--- src/rtl/line_buf_pingpong_ctrl.sv ---
// rtl/line_buf_pingpong_ctrl.sv - ping-pong line buffer write/read address controller
//
// Incoming pixels fill RAM A and RAM B alternately, one full line per bank.
// When a line completes ("swap"), the read side streams the just-filled bank
// out under rd_ready flow control while the other bank is being written.
//
// Parameters:
//   LINE_LEN  pixels per line (2..2**ADDR_W)
//   ADDR_W    RAM address width
// Ports:
//   clk         single clock, rising edge
//   aclr_n      asynchronous active-low reset
//   data_valid  one incoming pixel per asserted cycle
//   rama_wren   RAM A write enable (registered, 1 cycle after data_valid)
//   ramb_wren   RAM B write enable (registered, 1 cycle after data_valid)
//   wr_addr     write address shared by both RAMs
//   rd_ready    downstream accepts one read word this cycle
//   rd_en       read strobe for the bank chosen by rd_sel
//   rd_addr     read address shared by both RAMs
//   rd_sel      read bank select, 0 = RAM A, 1 = RAM B
//   rd_last     marks the final rd_en of a line
//   ovf         sticky overrun flag (a line finished before the previous was read out)
//   ovf_clr     synchronous clear for ovf (a simultaneous set wins)
//   ovf_cnt     8-bit saturating overrun count, present only with LBUF_OVF_CNT_EN
//
// Optional feature macro: LBUF_OVF_CNT_EN

module line_buf_pingpong_ctrl #(
  parameter int LINE_LEN = 1280,
  parameter int ADDR_W   = 11
) (
  input  logic              clk,
  input  logic              aclr_n,
  input  logic              data_valid,
  output logic              rama_wren,
  output logic              ramb_wren,
  output logic [ADDR_W-1:0] wr_addr,
  input  logic              rd_ready,
  output logic              rd_en,
  output logic [ADDR_W-1:0] rd_addr,
  output logic              rd_sel,
  output logic              rd_last,
  output logic              ovf,
  input  logic              ovf_clr
`ifdef LBUF_OVF_CNT_EN
  ,
  output logic [7:0]        ovf_cnt
`endif
);

  localparam logic [ADDR_W-1:0] LAST_ADDR = ADDR_W'(LINE_LEN - 1);

  typedef enum logic {
    R_IDLE = 1'b0,
    R_RUN  = 1'b1
  } rd_state_t;

  rd_state_t         state_q;
  rd_state_t         state_nxt;
  logic              wr_bank;
  logic [ADDR_W-1:0] wcnt;
  logic              swap;
  logic              overrun;

  // A swap is the cycle that accepts the last pixel of a line.
  assign swap = data_valid & (wcnt == LAST_ADDR);

  // Overrun: a new line is ready while the previous one is still being read
  // and this cycle is not its final read.
  assign overrun = swap & (state_q == R_RUN) & ~rd_last;

  // ---------------------------------------------------------------- write side
  always_ff @(posedge clk or negedge aclr_n) begin
    if (!aclr_n) begin
      wr_bank   <= 1'b0;
      wcnt      <= '0;
      rama_wren <= 1'b0;
      ramb_wren <= 1'b0;
      wr_addr   <= '0;
    end else begin
      rama_wren <= data_valid & ~wr_bank;
      ramb_wren <= data_valid & wr_bank;
      if (data_valid) begin
        wr_addr <= wcnt;
        if (swap) begin
          wcnt    <= '0;
          wr_bank <= ~wr_bank;
        end else begin
          wcnt <= wcnt + ADDR_W'(1);
        end
      end
    end
  end

  // ---------------------------------------------------------- read FSM: state
  always_ff @(posedge clk or negedge aclr_n) begin
    if (!aclr_n) begin
      state_q <= R_IDLE;
    end else begin
      state_q <= state_nxt;
    end
  end

  // ------------------------------------------------------ read FSM: next state
  // A swap always (re)starts a read, even on the final read of the old line.
  always_comb begin
    state_nxt = state_q;
    if (swap) begin
      state_nxt = R_RUN;
    end else if ((state_q == R_RUN) && rd_last) begin
      state_nxt = R_IDLE;
    end
  end

  // ---------------------------------------------------------- read FSM: outputs
  always_comb begin
    rd_en   = 1'b0;
    rd_last = 1'b0;
    if (state_q == R_RUN) begin
      rd_en   = rd_ready;
      rd_last = rd_ready & (rd_addr == LAST_ADDR);
    end
  end

  // --------------------------------------------------------- read address/bank
  always_ff @(posedge clk or negedge aclr_n) begin
    if (!aclr_n) begin
      rd_addr <= '0;
      rd_sel  <= 1'b0;
    end else if (swap) begin
      rd_sel  <= wr_bank;
      rd_addr <= '0;
    end else if (rd_en) begin
      rd_addr <= rd_addr + ADDR_W'(1);
    end
  end

  // ------------------------------------------------------------- overrun flag
  always_ff @(posedge clk or negedge aclr_n) begin
    if (!aclr_n) begin
      ovf <= 1'b0;
    end else if (overrun) begin
      ovf <= 1'b1;
    end else if (ovf_clr) begin
      ovf <= 1'b0;
    end
  end

`ifdef LBUF_OVF_CNT_EN
  always_ff @(posedge clk or negedge aclr_n) begin
    if (!aclr_n) begin
      ovf_cnt <= 8'd0;
    end else if (overrun) begin
      if (ovf_cnt != 8'hFF) begin
        ovf_cnt <= ovf_cnt + 8'd1;
      end
    end else if (ovf_clr) begin
      ovf_cnt <= 8'd0;
    end
  end
`endif

endmodule

--- config.mk ---
export PLATFORM = sky130hd
export DESIGN_NAME = line_buf_pingpong_ctrl
export DESIGN_NICKNAME = d
export VERILOG_FILES = /design/src/rtl/line_buf_pingpong_ctrl.sv
export SDC_FILE = /design/constraint.sdc
export NUM_CORES = 1
export LEC_CHECK = 0
export ABC_AREA = 1
export BUFFER_PORTS_ARGS = -buffer_cell sky130_fd_sc_hd__buf_2
export CAP_MARGIN = 10
export CELL_PAD_IN_SITES_DETAIL_PLACEMENT = 1
export CELL_PAD_IN_SITES_GLOBAL_PLACEMENT = 1
export CORE_MARGIN = 3
export CORE_UTILIZATION = 43
export CTS_CLUSTER_SIZE = 10
export DETAILED_ROUTE_END_ITERATION = 12
export GPL_ROUTABILITY_DRIVEN = 0
export GPL_TIMING_DRIVEN = 0
export PLACE_DENSITY = 0.88
export SKIP_LAST_GASP = 1
export SLEW_MARGIN = 20
export SYNTH_ARGS = -nofsm -noshare
export SYNTH_HDL_FRONTEND = slang
export SYNTH_SLANG_ARGS = --single-unit
--- constraint.sdc ---
create_clock -name clk -period 3.3 [get_ports clk]
set_input_delay 0.66 -clock clk [delete_from_list [all_inputs] [get_ports clk]]
set_output_delay 0.66 -clock clk [all_outputs]
set_load 0.03 [all_outputs]
## Yosys cells after proc, flatten, opt, wreduce, memory -nomap -nowiden

Index checks and enable logic that the tools add are counted.

- Register bits after elaboration: 39
- Bits of input ports: 5
- Output and inout port bits: 28
- Word-level logic and storage cells: 35

- Add/subtract/negate cells: 2
- Equality and inequality tests: 2
- Multiplexer cells: 9
- Bitwise gates (word level): 8
- Reductions and logical operators: 5

Operator list:

| kind | number |
|---|---|
| $mux 11 | 3 |
| $add 11x1->11 const B | 2 |
| $eq 11x11->1 const B | 2 |
| $and 1x1->1 | 6 |
| $mux 1 | 6 |
| $reduce_bool 2->1 | 3 |
| $not 1->1 | 2 |
| $reduce_and 2->1 | 1 |
| $logic_and 1x1->1 | 1 |

## Depth between registers and ports, before layout

- Depth in word-level cells: 6
- Gate-level depth with buffers: 8
- Mapped depth without buffers: 8

## Least setup slack after synthesis

OpenSTA, ideal clock, no wires.

- Kind: flip-flop to output port
- From: register rd_addr[0]
- To: output port rd_last
- Arrival: 1417 ps
- Data required time: 2640 ps
- Slack: 1223 ps
- Cell stages (with the launch flop): 8
- Buffers on the path: 0
- Cells stage by stage: dfrtp_1 > ha_1 > inv_1 > nor2_1 > nand2_1 > inv_1 > nand2_1 > inv_1

- Longest elaborated chain between the ends: 3

RTL lines:

| what | RTL line | source |
|---|---|---|
| start: declaration | 40 | `output logic [ADDR_W-1:0] rd_addr,` |
| start signal: assignment | 134 | `rd_addr <= rd_addr + ADDR_W'(1);` |
| $eq 11x11->1 | 121 | `rd_last = rd_ready & (rd_addr == LAST_ADDR);` |
| $and 1x1->1 | 121 |  |
| $mux 1 | 119 | `if (state_q == R_RUN) begin` |
| end: declaration | 42 | `output logic rd_last,` |

Every way passes these cells.

## Final worst setup path

Ends and elaborated chain as after synthesis.

==> metrics list <==
- Result of the run: finished clean
- The die is 72.5 um wide.
- Leading cell types in the layout, fill and taps excluded: nand2_1 (82), nor2_1 (41), dfrtp_1 (39)
- Number of design-rule violations left by the first detailed-router iteration: 74
* Worst r2r path cells: 7
- After detailed routing, the average wire length per cell comes to 14.2 um.
- Power per unit of standard cell area: 666 nW/um^2
- Worst Path Arrival: 1.79 ns
* Count of antenna-violating nets left after detailed routing: 0
- Pre-CTS worst setup slack: 1.19 ns
- The number of gates resized after CTS was 0.
* Worst-Skew Late Latency: 0.29 ns
* Synthesized netlist net count: 255
- Overall power: 1.50 mW
* Start-to-end type of the worst setup path: reg2out
- For this configuration, the core starts out at a cell density of 45.9%.
* Per-cell via count in the routed design: 4.99
- Tightest Hold Check Type: reg2reg
- Vias: 1,686
- Post-detail-place hpwl: 3380 um
- The final-report hold violation count is 0.
- Router iterations before antenna repair: 4
* Share of post-route cells with drive strength above 1: 18.8%
- Number of fillers in the final layout: 537
* Peak fanout along the critical path: 5
* Clock buffer depth: 2
- Data required time at the worst endpoint: 2.64 ns
* Placed cell count: 330
* Number of I/O port buffers: 32
* Distinct cells, synth: 21
- The worst path in the final design needs a cycle of 2.45 ns, including I/O delays and setup.
- For this run, the total global-route usage over all layers was measured as 20.5%.
- The number of global-route vias before repair was 1,761.
* Sum Neg Setup Slack: 0 ns
- Number of max-cap violations: 0
* Number of buffers created by CTS: 5
- Setup repair after global routing missed its margin: false
- For flop-to-flop paths, the worst setup slack is 1.75 ns.
* Maximum clock frequency: 407 MHz
- Number of diodes: 0
- Sum of overflow across all layers after global routing: 0
- Post-Synthesis Cell Area: 1900 sq um
- The library cell used most frequently in the layout, excluding fill and tap cells, is nand2_1.
- Across the routed clock network, the largest skew measured is 0.00457 ns.
- For the pin with the worst max-slew slack, the measured transition is 0.892 ns.
- Sequential cells were found to cover 51.3% of the synthesized design area.
* Remaining design rule violation count: 0
- In this run, synthesis produced a sequential element count of 39.
* Crit path setup slack, layout: 0.846 ns
- Cell leakage power: 1.27 nW
- VDD sags by at most 0.365 mV.
* Final cell count without fillers: 338
* Clock-pin slew of the registers on the worst-case setup and hold paths: 0.08 ns
* Syn Area/Cell: 7.67 sq um
- Once layout is complete, the utilization of the core stands at 54.5%.
- For this design, the CTS-stage hold fixing added 0 buffers.
- 33 I/O pins were placed.
- Core Area: 4140 sq um
* First-pass GRT wire length: 8370 um
- The floorplan step defined a die boundary enclosing 5260 sq um.
- Tracing the worst setup path back leads to its startpoint at rd_addr[0].
- Entering global routing, the biggest net connects 40 pins.
* Gate count after technology mapping: 248
- The final critical path takes up 74.4% of the cycle.
- The most critical setup path has its endpoint at rd_last.
* Die height: 72.5 um
- The worst setup path is captured at a primary output.
* Critical path startpoint category: flop
- Number of antenna violations at the first check in global routing: 0
* Footprint of the multi-input gates: 776 sq um
* Number of synthesis warnings: 0
- TritonCTS built the clock tree.
* Number of H-tree branching levels: 2
* Detailed-route wire length: 4800 um
- The initialized floorplan defines 23 standard-cell rows.
- Sequential cell area: 976 sq um
- Area Overhead vs Synth: 18.7%
- The worst pin sits at a relative slew slack of 40.5%.
* Clock root buffer: clkbuf_8
- In this run the critical register-to-register path is launched from wcnt[0].
- Final setup fails: 0
- Max-slew violation count: 0
- FF-to-FF End: wcnt[10]
- The final layout contains 294 nets.
- Post-CTS timing repair inserted 0 buffers for setup.
* Number of clock sinks: 39
## critical path, cell delays in order, from the launching register on
cell and delay, ns:
dfrtp_1 0.44, ha_1 0.18, inv_1 0.08, nor2_1 0.28, nand2_1 0.14, inv_1 0.07, nand2_1 0.08, inv_1 0.05
buf_2 0.18
## flip-flops by register name (all words and copies together) (netlist names)
signal / cells
wr_addr: 11
ramb_wren: 1
wr_bank: 1
rama_wren: 1
rd_sel: 1
state_q: 1
wcnt: 11
ovf: 1
rd_addr: 11
## layout make-up
class / instances / share of cell area [%]
clock buffer: 6 / 3.22
sequential: 39 / 43.2
inverter: 31 / 5.16
tap: 50 / 2.77
buffer: 5 / 1.50
clock inverter: 2 / 2.66
timing repair buffer: 32 / 7.10
multi-input combinational: 173 / 34.4
## cells by family (layout without fill, tap and decap cells)
| kind of cell | after synthesis | after routing | share of synthesized area, % |
|---|---|---|---|
| buffers and inverters | 36 | 76 | 7.89 |
| xor gates and xnor gates | 3 | 3 | 1.38 |
| and+or+nand+nor | 158 | 158 | 35.3 |
| DFF | 39 | 39 | 51.3 |
| AOI/OAI and AO/OA | 10 | 10 | 2.76 |
| adders and majority gates | 2 | 2 | 1.32 |
## cell usage after synthesis (all sizes together)
| cell type | instances | area [sq um] |
|---|---|---|
| nor2 | 45 | 189 |
| nor3 | 7 | 35.0 |
| nand3b | 1 | 7.51 |
| nand3 | 14 | 70.1 |
| nand4 | 5 | 37.5 |
| dfrtp | 39 | 976 |
| buf | 5 | 33.8 |
| o21ai | 7 | 35.0 |
| nand2 | 86 | 333 |
| o21bai | 1 | 7.51 |
| xor2 | 3 | 26.3 |
| a21oi | 2 | 10.0 |
| inv | 31 | 116 |
| ha | 2 | 25.0 |
## stage by stage
stage	hold slack [ns]	area (sq um)
finish	0.473	2260
CTS	0.479	2260
floorplan	0.364	1900
global placement	0.448	2120
detailed placement	0.460	2120
global route	0.493	2260
## worst min path at each step
stage / start / endpoint / slack, ns / cells after the start
global route: wr_addr[1] / wr_addr[1] / 0.49 / 2
global placement: wr_addr[1] / wr_addr[1] / 0.45 / 2
floorplan: aclr_n / ovf / 0.36 / 0
finish: wr_addr[1] / wr_addr[1] / 0.47 / 2
CTS: wr_addr[1] / wr_addr[1] / 0.48 / 2
detailed placement: wr_addr[1] / wr_addr[1] / 0.46 / 2
## layer usage
layer | global-route usage [%] | vias to the layer above | share of wire [%] | routed length, um
li1 | - | 838 | - | -
met1 | 26.4 | 821 | 46 | 2210
met2 | 35.2 | 23 | 50 | 2390
met3 | 4.57 | 4 | 3.4 | 161
met4 | 4.71 | 0 | 0.79 | 38
met5 | 0 | - | 0 | 0
## power by group
part	total [mW]	internal, mW	switching [mW]
registers	0.655	0.569	0.0860
logic	0.375	0.111	0.265
clock network	0.473	0.302	0.171
(Power assumes the default switching activity.)
